`src/rtl/regwr_scheduler_pkg.sv`:
```
// Shared pipeline types for the register-file write scheduler.
// Write-request bundle used by WB, the result buffer and the rf port.
package regwr_scheduler_pkg;

  localparam int REG_ADDR_W = 5;
  localparam int DATA_W     = 32;

  localparam logic [REG_ADDR_W-1:0] REG_ZERO = 5'd0;

  typedef struct packed {
    logic                  en;
    logic [REG_ADDR_W-1:0] addr;
    logic [DATA_W-1:0]     data;
  } wr_req_t;

endpackage

```
`src/rtl/regwr_fifo.sv`:
```
// Small circular buffer for out-of-band multi-cycle results.
// Pointers wrap naturally because the depth is a power of two.
module regwr_fifo
  import regwr_scheduler_pkg::*;
#(
  parameter int FIFO_DEPTH = 2
) (
  input  logic    clk,
  input  logic    rst_n,
  input  logic    i_push,
  input  wr_req_t i_data,
  input  logic    i_pop,
  output wr_req_t o_head,
  output logic    o_full,
  output logic    o_empty
);

  localparam int PW = $clog2(FIFO_DEPTH);
  localparam logic [PW:0] FULL_CNT =
    (PW+1)'(FIFO_DEPTH);

  wr_req_t       r_mem [FIFO_DEPTH];
  logic [PW-1:0] r_wptr;
  logic [PW-1:0] r_rptr;
  logic [PW:0]   r_cnt;
  logic          w_push;
  logic          w_pop;

  assign o_full  = (r_cnt == FULL_CNT);
  assign o_empty = (r_cnt == '0);
  assign w_push  = i_push && !o_full;
  assign w_pop   = i_pop && !o_empty;
  assign o_head  = r_mem[r_rptr];

  always_ff @(posedge clk) begin
    if (w_push) r_mem[r_wptr] <= i_data;
  end

  always_ff @(posedge clk or negedge rst_n) begin
    if (!rst_n) begin
      r_wptr <= '0;
      r_rptr <= '0;
      r_cnt  <= '0;
    end else begin
      if (w_push) r_wptr <= r_wptr + 1'b1;
      if (w_pop)  r_rptr <= r_rptr + 1'b1;
      case ({w_push, w_pop})
        2'b10:   r_cnt <= r_cnt + 1'b1;
        2'b01:   r_cnt <= r_cnt - 1'b1;
        default: r_cnt <= r_cnt;
      endcase
    end
  end

endmodule

```
`src/rtl/regwr_scheduler.sv`:
```
// Register-file write-port owner: WB vs multi-cycle arbitration,
// pending-write scoreboard and starvation guard.
module regwr_scheduler
  import regwr_scheduler_pkg::*;
#(
  parameter int FIFO_DEPTH   = 2,
  parameter int STARVE_LIMIT = 4
) (
  input  logic                  clk,
  input  logic                  rst_n,
  input  logic                  wb_wr_en,
  input  logic [REG_ADDR_W-1:0] wb_wr_addr,
  input  logic [DATA_W-1:0]     wb_wr_data,
  input  logic                  mc_issue_valid,
  input  logic [REG_ADDR_W-1:0] mc_issue_addr,
  input  logic [REG_ADDR_W-1:0] id_rs,
  input  logic [REG_ADDR_W-1:0] id_rt,
  output logic                  id_stall,
  input  logic                  mc_res_valid,
  input  logic [REG_ADDR_W-1:0] mc_res_addr,
  input  logic [DATA_W-1:0]     mc_res_data,
  output logic                  mc_res_ready,
  output logic                  drain_req,
  output logic                  rf_wr_en,
  output logic [REG_ADDR_W-1:0] rf_wr_addr,
  output logic [DATA_W-1:0]     rf_wr_data
);

  localparam int NREG = 1 << REG_ADDR_W;
  localparam int CW   = $clog2(STARVE_LIMIT + 1);
  localparam logic [CW-1:0] STARVE_MAX =
    CW'(STARVE_LIMIT);

  wr_req_t         w_mc_req;
  wr_req_t         w_head;
  wr_req_t         r_rf;
  wr_req_t         w_rf_nxt;
  logic            r_rf_mc;
  logic            w_rf_mc_nxt;
  logic            w_wb_grant;
  logic            w_pop;
  logic            w_push;
  logic            w_full;
  logic            w_empty;
  logic [NREG-1:0] r_pending;
  logic [NREG-1:0] w_pend_set;
  logic [NREG-1:0] w_pend_clr;
  logic [CW-1:0]   r_starve;
  logic [CW-1:0]   w_starve_nxt;
  logic            r_drain;
  logic            w_drain_nxt;

  assign w_mc_req = '{en: 1'b1,
                      addr: mc_res_addr,
                      data: mc_res_data};

  assign w_wb_grant = wb_wr_en &&
                      (wb_wr_addr != REG_ZERO);
  assign w_pop      = !w_wb_grant && !w_empty;
  assign w_push     = mc_res_valid && !w_full;

  assign mc_res_ready = !w_full;

  regwr_fifo #(
    .FIFO_DEPTH(FIFO_DEPTH)
  ) u_fifo (
    .clk    (clk),
    .rst_n  (rst_n),
    .i_push (w_push),
    .i_data (w_mc_req),
    .i_pop  (w_pop),
    .o_head (w_head),
    .o_full (w_full),
    .o_empty(w_empty)
  );

  assign id_stall =
    (r_pending[id_rs] && (id_rs != REG_ZERO)) ||
    (r_pending[id_rt] && (id_rt != REG_ZERO)) ||
    (mc_issue_valid &&
     r_pending[mc_issue_addr] &&
     (mc_issue_addr != REG_ZERO));

  // Only MDU-sourced writes retire a pending bit, one edge
  // after the rf registers load (when the rf commits).
  always_comb begin
    w_pend_set = '0;
    w_pend_clr = '0;
    if (mc_issue_valid && !id_stall &&
        (mc_issue_addr != REG_ZERO))
      w_pend_set[mc_issue_addr] = 1'b1;
    if (r_rf.en && r_rf_mc)
      w_pend_clr[r_rf.addr] = 1'b1;
  end

  always_comb begin
    w_rf_nxt    = r_rf;
    w_rf_nxt.en = 1'b0;
    w_rf_mc_nxt = 1'b0;
    unique case (1'b1)
      w_wb_grant: begin
        w_rf_nxt = '{en: 1'b1,
                     addr: wb_wr_addr,
                     data: wb_wr_data};
      end
      w_pop: begin
        w_rf_mc_nxt = 1'b1;
        if (w_head.en &&
            (w_head.addr != REG_ZERO))
          w_rf_nxt = w_head;
      end
      default: ;
    endcase
  end

  always_comb begin
    w_starve_nxt = r_starve;
    if (w_empty || w_pop)
      w_starve_nxt = '0;
    else if (r_starve != STARVE_MAX)
      w_starve_nxt = r_starve + 1'b1;
    w_drain_nxt = w_pop ? 1'b0 :
      (r_drain || (w_starve_nxt == STARVE_MAX));
  end

  always_ff @(posedge clk or negedge rst_n) begin
    if (!rst_n) begin
      r_rf      <= '0;
      r_rf_mc   <= 1'b0;
      r_pending <= '0;
      r_starve  <= '0;
      r_drain   <= 1'b0;
    end else begin
      r_rf      <= w_rf_nxt;
      r_rf_mc   <= w_rf_mc_nxt;
      r_pending <= (r_pending & ~w_pend_clr) |
                   w_pend_set;
      r_starve  <= w_starve_nxt;
      r_drain   <= w_drain_nxt;
    end
  end

  assign rf_wr_en   = r_rf.en;
  assign rf_wr_addr = r_rf.addr;
  assign rf_wr_data = r_rf.data;
  assign drain_req  = r_drain;

endmodule

```
`config.mk`:
```
export PLATFORM = sky130hd
export DESIGN_NAME = regwr_scheduler
export DESIGN_NICKNAME = d
export VERILOG_FILES = /design/src/rtl/regwr_scheduler_pkg.sv /design/src/rtl/regwr_fifo.sv /design/src/rtl/regwr_scheduler.sv
export SDC_FILE = /design/constraint.sdc
export NUM_CORES = 1
export LEC_CHECK = 0
export ABC_AREA = 1
export CAP_MARGIN = 25
export CORE_UTILIZATION = 50
export CTS_BUF_LIST = sky130_fd_sc_hd__clkbuf_16
export DETAILED_ROUTE_END_ITERATION = 8
export PLACE_DENSITY = 0.77
export SYNTH_ARGS = -nofsm -noshare
export SYNTH_HDL_FRONTEND = slang
export SYNTH_SLANG_ARGS = --single-unit
```
`constraint.sdc`:
```
create_clock -name clk -period 3.2 [get_ports clk]
set_input_delay 0.96 -clock clk [delete_from_list [all_inputs] [get_ports clk]]
set_output_delay 0.96 -clock clk [all_outputs]
set_load 0.02 [all_outputs]
```
==> Word-level counts from Yosys, hierarchy flattened <==
Memories as Yosys holds them, arrays and structs flattened.
Cells that the tools add are included.
{ "totals": {"reg_bits": 79, "ramBits": 74, "in_bits": 94, "out_inout_bits": 41, "wordCells": 84, "mem_count": 1} }
{ "memory_table": {"columns": ["memory", "depth", "word_bits", "read_ports", "rd_ports_with_merged_regs", "wr", "line", "source"], "rows": [
  ["u_fifo.r_mem", 2, 37, 1, 0, 1, "regwr_fifo.sv:22", "wr_req_t r_mem [FIFO_DEPTH];"]
]} }
{ "op_classes": {"addsub": 5, "n_lt_le_gt_ge": 6, "n_eq_ne": 6, "muxes": 21, "bitwise_logic": 3, "n_reduce_logical": 32} }
{ "ops": {"columns": ["operator", "n"], "rows": [
  ["one-hot mux 38 bit (2 select lines)", 1],
  ["2-to-1 mux 32 bit", 2],
  ["2-to-1 mux 38 bit", 1],
  ["AND 32 bit", 1],
  ["NOT 32 bit", 1],
  ["OR 32 bit", 1],
  ["nonzero test 5 bit", 5],
  ["less-than comparator 5 x 6 -> 1 bit, second input constant", 4],
  ["binary-select mux 1 bit (select 5 bit)", 3],
  ["logical AND 1 bit", 14],
  ["demux 1 bit (select 5 bit)", 2],
  [">= comparator 5 x 1 -> 1 bit, second input constant", 2],
  ["2-to-1 mux 1 bit", 9],
  ["2-to-1 mux 3 bit", 2],
  ["== test 2 bit, second input constant", 2],
  ["zero test 1 bit", 4],
  ["logical OR 1 bit", 4],
  ["one-hot mux 2 bit (2 select lines)", 1],
  ["nonzero test 2 bit", 2],
  ["adder 3 x 1 -> 3 bit, second input constant", 1],
  ["== test 3 bit, second input constant", 1],
  ["!= test 3 bit, second input constant", 1],
  ["adder 1 bit, second input constant", 2],
  ["adder 2 x 1 -> 2 bit, second input constant", 1],
  ["other kinds (6)", 6]
]} }

==> Longest topological paths before layout <==
Gate-level depths: netlist of the first run.
{ "logic_depth": {"word_depth": 10, "depth_mapped": 15, "ltp_nobuf": 13} }

==> Cells and area by module <==
Synthesis of the first run repeated with hierarchy kept, for this count alone.
{ "hier_totals": {"cells_unflattened": 900, "area_unflattened_um2": 7647.3} }
{ "by_module_without_submodules": {"columns": ["mod", "instances", "cells_per_inst", "area_per_inst_um2", "seq_area_each_um2"], "rows": [
  ["regwr_scheduler", 1, 669, 4659.5, 1876.8],
  ["regwr_fifo", 1, 231, 2987.9, 2382.3]
]} }

==> Worst setup path before layout of the first run <==
Ideal clock, no wire load.
{ "synth_timing": {"path_type": "input-to-output", "startpoint": "in id_rt[0]", "endpoint": "out id_stall", "t_arrival_ps": 2158, "required_ps": 2240, "slack_ps": 82, "stages": 12, "n_path_buf": 3, "path_cell_list": "clkbuf_2 buf_2 nand2_1 o211ai_1 nand3_1 nand3_1 nand2_1 nand2_1 nand2_1 nor2_2 buf_4 nand2_1"} }
{ "synth_via": {"elab_chain_len": 5, "elab_cells_between_ends": 6, "cone_classes": "mux: 2; reduce/logical: 4"} }
{ "synth_lines": {"columns": ["item", "line", "source"], "rows": [
  ["start, declared", "regwr_scheduler.sv:17", "input logic [REG_ADDR_W-1:0] id_rt,"],
  ["binary-select mux 1 bit (select 5 bit)", "regwr_scheduler.sv:79", "(r_pending[id_rt] && (id_rt != REG_ZERO)) ||"],
  ["2-to-1 mux 1 bit (implied by the code)", "regwr_scheduler.sv:79", null],
  ["logical AND 1 bit *", "regwr_scheduler.sv:79", null],
  ["logical OR 1 bit *", "regwr_scheduler.sv:78", "(r_pending[id_rs] && (id_rs != REG_ZERO)) ||"],
  ["logical OR 1 bit *", "regwr_scheduler.sv:79", null],
  ["end, declared", "regwr_scheduler.sv:18", "output logic id_stall,"]
]} }
Mark *: on every way between the ends. The rest lies on a longest branch, timed or not. The select of a mux whose other input is x is not followed.

==> Worst setup path after layout of the first run <==
{ "layout_timing": {"startpoint": "in mc_issue_addr[3]", "endpoint": "out id_stall"} }
{ "layout_via": {"elab_chain_len": 5, "elab_cells_between_ends": 6, "cone_classes": "mux: 2; reduce/logical: 4"} }
{ "layout_lines": {"columns": ["item", "line", "source"], "rows": [
  ["start, declared", "regwr_scheduler.sv:15", "input logic [REG_ADDR_W-1:0] mc_issue_addr,"],
  ["binary-select mux 1 bit (select 5 bit)", "regwr_scheduler.sv:81", "r_pending[mc_issue_addr] &&"],
  ["2-to-1 mux 1 bit (implied by the code)", "regwr_scheduler.sv:81", null],
  ["logical AND 1 bit", "regwr_scheduler.sv:80", "(mc_issue_valid &&"],
  ["logical AND 1 bit *", "regwr_scheduler.sv:81", null],
  ["logical OR 1 bit *", "regwr_scheduler.sv:79", null]
]} }
Marked as above.

==> results.txt, run 1 <==
----------------------------------------------------
[Floorplan]
  Die area ... 0.0154 mm2
  Core Box Area ... about 0.015 mm2
  Initial standard-cell utilization of the core ... 51.4%
  Die Ht ... approximately 120 um
  Number of I/O pins ... 135
  Chip width ... roughly 120 um
  Placement Rows ... 44

[Drt]
  Highest Signal Layer ... met4
  Count of antenna-violating nets left after detailed routing ... 0
  Final WL ... 20200 um
  Via count ... around 6600
  Met1 WL ... around 7900 um
  DR WL/cell ... 16.8 um
  Iteration-0 DRC count of the detailed router ... about 490
  Post-detailed-route via-to-cell ratio ... ~5.5
  Drt drc ... 0
  Routed length on met2 ... about 10000 um
  Routed wire length on met3 ... about 1700 um
  First-pass iteration count of the detailed router ... 5

[Clocking]
  Clock latency on the worst-skew pair ... 410 ps
  Total number of H-tree levels ... 4
  Deepest clock path buffer count ... 2
  Clock-pin slew of the registers on the worst-case setup and hold paths ... 60 ps
  Sinks on the clock net ... around 150
  Post-CTS setup buffer count ... 0
  Hold bufs inserted after CTS ... 0
  Clock tree from TritonCTS ... done
  CTS root buffer ... sky130_fd_sc_hd__clkbuf_16
  Number of buffers added by the clock tree synthesis step ... 17

[Placed design]
  Detailed placement HPWL ... 13900 um
  Number of port buffers ... about 130
  Area of placed instances ... a little over 0.009 mm2
  Placer's final routability congestion estimate ... 0.998

[Layout]
  Multi-input gate area in the final layout ... ~0.0028 mm2
  Most common library cell in the layout ignoring fill and taps ... sky130_fd_sc_hd__nand2_1
  Number of nets in the final layout ... ~1100
  Final-layout fill cell count ... between 1000 and 1500
  Sequential cell area in the final layout ... 0.00420 mm2
  Share of final-layout standard cells stronger than drive strength 1 ... around 15%
  Commonest cells after routing, fill and taps aside ... 239 x sky130_fd_sc_hd__nand2_1, 119 x sky130_fd_sc_hd__clkdlybuf4s50_1, 94 x sky130_fd_sc_hd__nand3_1
  Antenna Diode Count ... 0
  Final instance area ... around 0.0099 mm2
  Area overhead of the layout relative to synthesis ... 32.6%

[GRT]
  Remaining global-route overflow ... 0
  Total routing resource utilization after global routing ... a little over a quarter
  Maximum number of pins on one net before global-route repair ... 43
  Antenna violations before repair ... 0
  Number of global-route vias before repair ... between 6000 and 7000
  Wire length of the first global-routing pass ... 32700 um

[Yosys]
  Instance count of the mapped netlist ... 835
  Number of synthesized register bits ... between 150 and 200
  Seq/Total Area, Yosys ... a little under three fifths
  Net Count, Synth ... roughly 930
  Syn. warnings ... 0
  Distinct cell type count after synthesis ... 33
  Per-instance average area after synthesis ... just under 9 um2
  Cell area after synthesis ... ~0.0075 mm2

[STA]
  Peak Freq ... roughly 320 MHz
  Count of pins over their slew limit ... 0
  Share of the clock period used by the worst path ... between 90% and 100%
  Final Hold Vio Count ... 0
  Slew headroom ... between 60% and 70%
  Worst Clk Skew ... ~13 ps
  Worst Max-Slew Pin Slew ... just under 600 ps
  Final number of setup-violating endpoints ... 0
  Period minus WS final ... between 3000 and 4000 ps
  Final sum of negative setup slack ... 0 ps

[Power]
  Static leakage ... 4.20 nW
  Worst IR Drop VDD ... 0.556 mV
  PD cells ... slightly above 800 mW/mm2

[Critical path]
  Classification of the worst setup path ... primary input to output pin
  Depth of the most critical reg-to-reg path ... 11
  CP arrival ... around 2200 ps
  Worst Path Required ... 2240 ps
  Maximum fanout count along the critical path ... 3
  Type of destination of the critical path ... output pin
  Setup crit start kind ... primary input

[Run status]
  Run status ... complete, no violations

[Hold path]
  Classification of the worst-slack hold path ... flip-flop to flip-flop
  Number of cells on the worst hold path ... 2

[Flow run]
  Number of max-capacitance violations reported ... 0

----------------------------------------------------
[registers in the layout, summed over array words and instances (netlist names)]
signal         flops
r_rf_mc            1
u_fifo.r_cnt       2
u_fifo.r_mem      74
rf_wr_addr         5
drain_req          1
r_starve           3
r_pending         32
u_fifo.r_rptr      1
u_fifo.r_wptr      1
rf_wr_en           1
rf_wr_data        32
[synth_stat cells, drive strengths merged]
cell type	n	share of area, %
mux2i	1	0.13
clkinv	1	0.050
dfrtp	79	26
o21ai	34	2.3
nand2	247	13
ha	3	0.50
o211ai	35	3.5
xor2	3	0.35
or2	31	2.6
nand3b	2	0.20
o221ai	2	0.23
a21oi	9	0.65
edfxtp	74	30
nor2	60	3.3
a31oi	3	0.25
clkbuf	11	0.62
nand3	96	6.4
nand4	36	3.0
buf	25	2.5
xnor2	2	0.23
inv	69	3.5
nor3	12	0.80
[layout make-up]
cell class | count | share of cell area [%]
clock inverters | 15 | 1.39
flip-flops and latches | 153 | 42.4
repair inverters | 1 | 0.0758
well taps | 184 | 2.32
inverters | 70 | 2.73
multi-input cells | 577 | 28.6
repair buffers | 181 | 18.2
clock buffers | 17 | 4.29
[per-stage QoR]
step	hold WS, ps	setup WS (ps)	instances	util, %	total power [mW]
after detailed placement	487	-795	1161	63.4	6.04
after global placement	473	-767	1161	63.4	5.99
after global routing	526	-16.5	1198	68.2	8.44
after floorplan	465	82.0	835	-	4.81
final	497	54.0	1198	68.2	7.98
after CTS	504	0.711	1197	67.8	7.98
[power breakdown]
group	internal [mW]	total (mW)	switching, mW
registers	2.75	3.17	0.420
clock network	1.14	1.91	0.768
logic	1.17	2.90	1.73
total	5.06	7.98	2.92
[critical path, cell delays in order]
cell,delay [ps]
sky130_fd_sc_hd__dlygate4sd2_1,260
sky130_fd_sc_hd__buf_4,150
sky130_fd_sc_hd__nor3_1,170
sky130_fd_sc_hd__buf_4,150
sky130_fd_sc_hd__nand2_1,60
sky130_fd_sc_hd__nand2_1,70
sky130_fd_sc_hd__nor2_2,40
sky130_fd_sc_hd__nand2_2,60
sky130_fd_sc_hd__nand2_4,50
sky130_fd_sc_hd__nand2_2,90
sky130_fd_sc_hd__buf_6,120
[kinds of logic after synthesis]
logic type,Yosys count,synth area share (%)
simple gates,484,29.0
flops,153,56.2
buf+inv,106,6.65
compound gates,83,6.93
xor+xnor,5,0.586
fa+ha+maj,3,0.502
mux,1,0.134
[final timing paths]
kind,startpoint,to,slack (ps)
min in group asynchronous,rst_n,rf_wr_data[22],530
setup reg to reg,u_fifo.r_rptr,rf_wr_data[31],1110
setup / recovery,mc_issue_addr[3],id_stall,50
hold reg to reg,u_fifo.r_mem[0][21],rf_wr_data[21],500
max in group asynchronous,rst_n,rf_wr_addr[1],2050
hold / removal,u_fifo.r_mem[0][21],rf_wr_data[21],500
[repair_timing]
action / CTS / global route
setup endpoints to repair: 1 / 1
pin swaps: 8 / 8
gates resized for setup: 52 / 24
cloned: 4 / 1
[per-layer routing]
layer | up-vias | global-route usage, %
met3 | 58 | 7.03
li1 | 3152 | -
met2 | 315 | 45.0
met1 | 3101 | 32.3
met5 | - | 0
met4 | 0 | 12.9
Note: power is estimated with default switching activity, not from simulation.
==> run 2, diff against run 1 <==
CAP_MARGIN = 20   (was 25)
==> results of run 2 <==
Final layout, timing and power as in run 1 (identical DEF).
